$ cat config.mk
export PLATFORM = sky130hd
export DESIGN_NAME = div_prog
export DESIGN_NICKNAME = d
export VERILOG_FILES = /design/src/rtl/div_prog.sv
export SDC_FILE = /design/constraint.sdc
export NUM_CORES = 1
export LEC_CHECK = 0
export CAP_MARGIN = 5
export CORE_MARGIN = 2
export CORE_UTILIZATION = 49
export CTS_CLUSTER_DIAMETER = 60
export CTS_CLUSTER_SIZE = 14
export DETAILED_ROUTE_END_ITERATION = 12
export GPL_ROUTABILITY_DRIVEN = 1
export GPL_TIMING_DRIVEN = 1
export PLACE_DENSITY = 0.87
export SKIP_LAST_GASP = 1
export SLEW_MARGIN = 20
export SYNTH_ARGS = -nofsm -noshare
export SYNTH_HDL_FRONTEND = slang
export SYNTH_SLANG_ARGS = --single-unit
export TNS_END_PERCENT = 100
$ cat constraint.sdc
create_clock -name clk -period 3.1 [get_ports clk]
set_input_delay 0.465 -clock clk [delete_from_list [all_inputs] [get_ports clk]]
set_output_delay 0.465 -clock clk [all_outputs]
set_load 0.05 [all_outputs]
$ cat src/rtl/div_prog.sv
// Runtime-programmable integer clock divider (ratios 2..2^WIDTH-1) with
// boundary-synchronous reprogramming. Optional 50% odd duty: DIV_PROG_ODD_DUTY50_EN.
module div_prog #(
   parameter int WIDTH       = 8,
   parameter int DEFAULT_DIV = 6
) (
   input  logic             clk,
   input  logic             rst_n,
   input  logic             enable,
   input  logic [WIDTH-1:0] div_in,
   input  logic             div_load,
   output logic             div_ack,
   output logic             div_err,
   output logic [WIDTH-1:0] div_cur,
   output logic             wrap,
   output logic             clk_out
);

   localparam logic [WIDTH-1:0] DEF_DIV = WIDTH'(DEFAULT_DIV);
   localparam logic [WIDTH-1:0] MIN_DIV = WIDTH'(2);
   localparam logic [WIDTH-1:0] ONE     = WIDTH'(1);

   logic [WIDTH-1:0] div_q;
   logic [WIDTH-1:0] cnt;
   logic [WIDTH-1:0] pend_val;
   logic             pend_vld;
   logic             pos_q;
   logic             ack_q;
   logic             err_q;

   logic             load_ok;
   logic             load_bad;
   logic             at_wrap;
   logic             boundary;
   logic             apply;
   logic [WIDTH-1:0] div_nxt;
   logic [WIDTH-1:0] cnt_nxt;
   logic [WIDTH:0]   half_len;
   logic             pos_nxt;

   // A stopped divider is treated as permanently sitting on a period boundary,
   // so a legal load lands on the very next edge.
   always_comb begin
      load_ok  = div_load && (div_in >= MIN_DIV);
      load_bad = div_load && (div_in <  MIN_DIV);
      at_wrap  = (cnt == div_q - ONE);
      boundary = !enable || at_wrap;
      apply    = boundary && (load_ok || pend_vld);
      div_nxt  = load_ok ? div_in : pend_val;
      cnt_nxt  = boundary ? '0 : cnt + ONE;
      half_len = ({1'b0, div_q} + {{WIDTH{1'b0}}, 1'b1}) >> 1;
      pos_nxt  = !boundary && ({1'b0, cnt_nxt} >= half_len);
   end

   always_ff @(posedge clk or negedge rst_n) begin
      if (!rst_n) begin
         div_q    <= DEF_DIV;
         cnt      <= '0;
         pend_val <= '0;
         pend_vld <= 1'b0;
         pos_q    <= 1'b0;
         ack_q    <= 1'b0;
         err_q    <= 1'b0;
      end else begin
         ack_q <= apply;
         err_q <= load_bad;
         cnt   <= cnt_nxt;
         pos_q <= pos_nxt;
         if (apply) begin
            div_q    <= div_nxt;
            pend_vld <= 1'b0;
         end else if (load_ok) begin
            pend_val <= div_in;
            pend_vld <= 1'b1;
         end
      end
   end

   assign div_ack = ack_q;
   assign div_err = err_q;
   assign div_cur = div_q;
   assign wrap    = enable && at_wrap;

`ifdef DIV_PROG_ODD_DUTY50_EN
   logic neg_q;
   logic run_q;

   // Half-cycle stretch of the high phase; qualified by N[0] so even ratios
   // never see it. run_q kills the stretch on the same edge that stops us.
   always_ff @(negedge clk or negedge rst_n) begin
      if (!rst_n) neg_q <= 1'b0;
      else        neg_q <= pos_q && div_q[0] && enable;
   end

   always_ff @(posedge clk or negedge rst_n) begin
      if (!rst_n) run_q <= 1'b0;
      else        run_q <= enable;
   end

   assign clk_out = pos_q | (neg_q & run_q);
`else
   assign clk_out = pos_q;
`endif

endmodule
==> results of run 1 <==
## cell type report
class,count,area [sq um]
clock buffers,4,36.3
fillers,279,1190
inverters,3,11.3
multi-input cells,140,1090
flip-flops and latches,28,709
well taps,46,57.6
repair buffers,33,315
## through the flow
stage	hold slack, ps	TNS [ps]
global placement	466	0
global route	493	-304
floorplan	169	-93.1
finish	456	-32.8
detailed placement	474	-58.8
CTS	470	-16.8
## registers in the layout, summed over array words and instances, names as in the netlist
register	cells
div_cur	8
pend_val	8
cnt	8
clk_out	1
pend_vld	1
div_err	1
div_ack	1
## layer usage
metal | track usage | up-vias | part of all wire
met5 | 0 | - | 0
met4 | 0.138 | 0 | 0.045
met3 | 0.0264 | 15 | 0.040
met2 | 0.349 | 45 | 0.49
met1 | 0.260 | 668 | 0.43
li1 | - | 685 | -
## final timing paths
path	from	to	slack, ps	cells after the start
min in group clk	pend_val[7]$_DFFE_PN0N_	pend_val[7]$_DFFE_PN0N_	510	1
worst min register to register	pend_val[7]$_DFFE_PN0N_	pend_val[7]$_DFFE_PN0N_	510	1
max in group asynchronous	rst_n	div_cur[1]$_DFFE_PN1P_	2330	2
worst max register to register	div_cur[1]$_DFFE_PN1P_	clk_out$_DFF_PN0_	-30	13
worst max-delay path	div_cur[1]$_DFFE_PN1P_	clk_out$_DFF_PN0_	-30	13
worst min-delay path	rst_n	pend_val[6]$_DFFE_PN0N_	460	2
## critical path: stages, from the launching register on
cell and delay (ps):
dfstp_4 500, or4_4 550, o221ai_2 190, nand2_2 90, o2111ai_4 250, nand2_4 90
or2_4 250, ha_4 260, nand2b_4 110, a21oi_2 50, nor2b_1 110, o21ai_1 60
a21o_1 200, a2111oi_4 310
## cell families (layout without fill, tap and decap cells)
logic type / after synthesis / count (layout) / share of synthesized area
muxes: 10 / 10 / 0.0636
adders and majority gates: 11 / 11 / 0.0777
buffers and inverters: 12 / 40 / 0.0318
AOI/OAI and AO/OA: 22 / 22 / 0.113
and+or+nand+nor: 77 / 77 / 0.218
DFF: 28 / 28 / 0.397
xor gates and xnor gates: 20 / 20 / 0.0989
## timing repair
item | CTS | global route
setup endpoints to repair | 2 | 2
resized for setup | 11 | 1
pin swaps | 2 | 0
setup buffers | 2 | 0
## power groups by stage
stage / logic, mW / registers (mW) / clock network [mW]
after floorplan: 0.350 / 0.594 / 0
after global placement: 0.589 / 0.509 / 0
after detailed placement: 0.606 / 0.512 / 0
after CTS: 0.680 / 0.505 / 0.191
after global routing: 0.748 / 0.518 / 0.204
final: 0.688 / 0.505 / 0.191
## cell usage after synthesis, types with 2 or more instances
library cell	count	area share
a21oi_1	3	0.0085
a31oi_1	2	0.0071
and2_1	2	0.0071
and3_1	3	0.011
and3b_1	2	0.0099
buf_2	3	0.0085
clkbuf_1	5	0.011
dfrtp_1	26	0.37
dfstp_2	2	0.030
ha_1	11	0.078
inv_1	3	0.0064
mux2_2	5	0.032
mux2i_1	3	0.017
nand2_1	25	0.053
nand3_1	7	0.020
nand4_1	2	0.0071
nor2_1	17	0.036
nor2b_1	4	0.014
nor3_1	7	0.020
o21ai_0	3	0.0085
o2bb2ai_1	7	0.035
xnor2_1	12	0.059
xor2_1	8	0.040
==> impl_metrics.ini, run 1 <==
[clocking]
ctsHoldBuffers = 0
path_clk_slew_ps = 160
cts_tree = yes
cts-root-buf = clkbuf_4
clockBufferDepth = 2
clock-sinks = 28
cts_inserted_buffers = 3
clk_latency_ps = 350
h-tree-depth = 1

[hold_path]
hp-class = primary input to asynchronous set/reset pin

[route]
drc = 0
wl_per_cell_um = 15.1
dr.pass1.iters = 4
via_per_inst = 5.56
drt_iter0_drc = 35
routed_wl_um = 3830
ant_nets = 0
num_vias = 1413

[grt]
track_usage = 0.212
grt_overflow = 0
grt_max_degree = 29
grt_pass1_wl_um = 6700
antenna_found_initial = 0
grt_pass1_vias = 1452

[sta]
tightest_slew_ps = 519
setup_violations = 2
fin_crit_ps = 3130
fin_crit_sh = 1.01
slew_headroom = 0.653
finClkSkew_ps = 1.49
timing.fmax_mhz = 320
fin_ws_ps = -25.6
report.final.slew_viol_count = 0
hold_violations = 0
rsz0062_at_grt = yes

[floorplanning]
dieHeight_um = 64.1
dieArea_sq_mm = 0.00411
initial_utilization = 0.519
floorplan.rows = 21
num_io_pins = 24
die_w_um = 64.1
core_area_sq_mm = 0.00342

[setup_path]
path_class = register to register
end_kind = register
cp-start-kind = register
crit_fanout = 5
crit_required_ps = 3360
cp.arrival_ps = 3380

[finish]
stdcell_count = 254
area_delta_synth_final_pct = 25.5
final_cell_mix = nand2_1, dfrtp_1, clkdlybuf4s50_1
diodes = 0
drive_gt1_frac = 0.197
final_area_sq_mm = 0.00222
fin_util = 0.651
layout.nets = 232

[power]
comb_power_share = 0.497
total_power_mw = 1.38
p_clk_frac = 0.138
p_int_mw = 0.817
ir_drop_mv = 0.405
switchingPower_mw = 0.568
seqPwrFrac = 0.365
p_per_area_mw_per_mm2 = 623
leakagePower_nw = 0.931
sw_frac_of_total = 0.410

[placement]
placed_area_sq_mm = 0.00210
dp.cells = 248
place.gp.congestion = 0.892
dp_hpwl_um = 2850
portBuffers = 23
pre_cts_slack_ps = -58.8

[synthesis]
synth_edf_count = 0
syn_area_sq_mm = 0.00177
ys_types = 41
synth_area_per_cell_sq_um = 9.84
yosysSeqAreaShare = 0.397
synth_flop_cell = dfrtp_1
synthArstFlopShare = 1.00
syn-num-nets = 203
syn_inst = 180
ys_ff_latch = 28
yosys_warnings = 0

[outcome]
outcome = complete, but fails checks
violations = setup timing

[job]
drv_cap = 0
Power figures use the tool's default switching activity.
==> inputs of run 2 (changes only) <==
--- a/config.mk
+++ b/config.mk
@@ -7,13 +7,13 @@
 export LEC_CHECK = 0
 export CAP_MARGIN = 5
 export CORE_MARGIN = 2
-export CORE_UTILIZATION = 49
+export CORE_UTILIZATION = 54
 export CTS_CLUSTER_DIAMETER = 60
 export CTS_CLUSTER_SIZE = 14
 export DETAILED_ROUTE_END_ITERATION = 12
 export GPL_ROUTABILITY_DRIVEN = 1
 export GPL_TIMING_DRIVEN = 1
-export PLACE_DENSITY = 0.87
+export PLACE_DENSITY = 0.91
 export SKIP_LAST_GASP = 1
 export SLEW_MARGIN = 20
 export SYNTH_ARGS = -nofsm -noshare
==> constraint.sdc (replaced) <==
create_clock -name clk -period 3.15 [get_ports clk]
set_input_delay 0.4725 -clock clk [delete_from_list [all_inputs] [get_ports clk]]
set_output_delay 0.4725 -clock clk [all_outputs]
set_load 0.05 [all_outputs]
==> impl_metrics.ini, run 2 (same netlist as run 1, synthesis figures left out) <==
[outcome]
outcome = completed

[setup_path]
cp.buffers_inverters = 0
cpMaxStageDelayCell = or4_4
crit_required_ps = 3390
crit_chain = or4_4, o221ai_2, nand2_1, o2111ai_4, nand2_4, or2_4, ha_1, nand2b_1, a21oi_1, nor2b_1, o21ai_1, a21o_1, a2111oi_4
cp_top_family = simple AND/OR/NAND/NOR gates
path_class = register to register
slowest_delay_ps = 550
cp-start-kind = register
end_kind = register
cp.arrival_ps = 3370
crit_fanout = 4

[placement]
portBuffers = 23
dp.cells = 245
place.gp.congestion = 0.805
pre_cts_slack_ps = -18.8
dp_hpwl_um = 2990

[power]
leakagePower_nw = 0.912
total_power_mw = 1.29
p_per_area_mw_per_mm2 = 594
ir_drop_mv = 0.438

[finish]
fin_util = 0.705
final_common_cell = nand2_1
n_fill_cell = 240
layout.nets = 231
final_cell_mix = nand2_1, dfrtp_1, clkdlybuf4s50_1
drive_gt1_frac = 0.174
area_delta_synth_final_pct = 22.5
stdcell_count = 251
diodes = 0

[clocking]
cts_tree = yes
cts-root-buf = clkbuf_4
clockBufferDepth = 2
clock-sinks = 28
clk_latency_ps = 340
h-tree-depth = 1
cts_inserted_buffers = 3
path_clk_slew_ps = 150

[sta]
timing.fmax_mhz = 319
tightest_slew_ps = 497
fin_crit_ps = 3140
finClkSkew_ps = 17.4
holdWs_ps = 482
report.final.slew_viol_count = 0
fin_ws_ps = 12.3
rsz0062_at_grt = yes
fin_crit_sh = 0.996
setup_violations = 0
hold_violations = 0
slew_headroom = 0.668

[floorplanning]
dieHeight_um = 61.3
dieArea_sq_mm = 0.00376
core_area_sq_mm = 0.00308
initial_utilization = 0.576
floorplan.rows = 20
num_io_pins = 24
die_w_um = 61.3

[route]
ant_nets = 0
num_vias = 1450
drt_iter0_drc = 36
wl_per_cell_um = 16.0
routed_wl_um = 4010
via_per_inst = 5.78
dr.pass1.iters = 4
drc = 0

[grt]
antenna_found_initial = 0
grt_pass1_vias = 1443
grt_pass1_wl_um = 6530
track_usage = 0.239
grt_overflow = 0
grt_max_degree = 29

[hold_path]
hp-class = primary input to asynchronous set/reset pin

[job]
drv_cap = 0
## run 2: power by group
group          total, mW  switching (mW)  internal (mW)
Combinational      0.630           0.358          0.272
Clock              0.155           0.105         0.0499
Sequential         0.505          0.0800          0.425
Total               1.29           0.543          0.747
## run 2: what timing repair did
action / in CTS / in global routing
gates resized for setup: 1 / 7
hold buffers: 0 / 0
setup buffers: 2 / 0
pin swaps: 1 / 2
endpoints found under the setup margin: 2 / 2
## run 2: cell type report
type / instances / area, sq um / area share
multi-input cells: 140 / 1060 / 0.489
repair buffers: 32 / 308 / 0.142
flip-flops and latches: 28 / 709 / 0.327
inverters: 3 / 11.3 / 0.00519
clock buffers: 4 / 26.3 / 0.0121
well taps: 44 / 55.1 / 0.0254
## run 2: worst paths after layout
path                                    startpoint                 endpoint  slack (ps)  cells after the start
max                         div_cur[1]$_DFFE_PN1P_        clk_out$_DFF_PN0_          10                     13
min                                          rst_n   div_cur[5]$_DFFE_PN0P_         480                      2
max reg2reg                 div_cur[1]$_DFFE_PN1P_        clk_out$_DFF_PN0_          10                     13
min reg2reg                pend_val[4]$_DFFE_PN0N_  pend_val[4]$_DFFE_PN0N_         510                      1
max in group asynchronous                    rst_n   div_cur[2]$_DFFE_PN1P_        2370                      2
min in group clk           pend_val[4]$_DFFE_PN0N_  pend_val[4]$_DFFE_PN0N_         510                      1
## run 2: stage by stage
| stage | area [sq um] | setup TNS (ps) |
|---|---|---|
| after floorplan | 1800 | -43.1 |
| after global placement | 2090 | 0 |
| after detailed placement | 2090 | -18.8 |
| after CTS | 2140 | -34.9 |
| after global routing | 2170 | -163 |
| final | 2170 | 0 |
## run 2: routing by layer
metal	global-route usage	routed length [um]
met5	0	0
met4	0.112	85
met3	0.0168	127
met2	0.422	2140
met1	0.298	1650
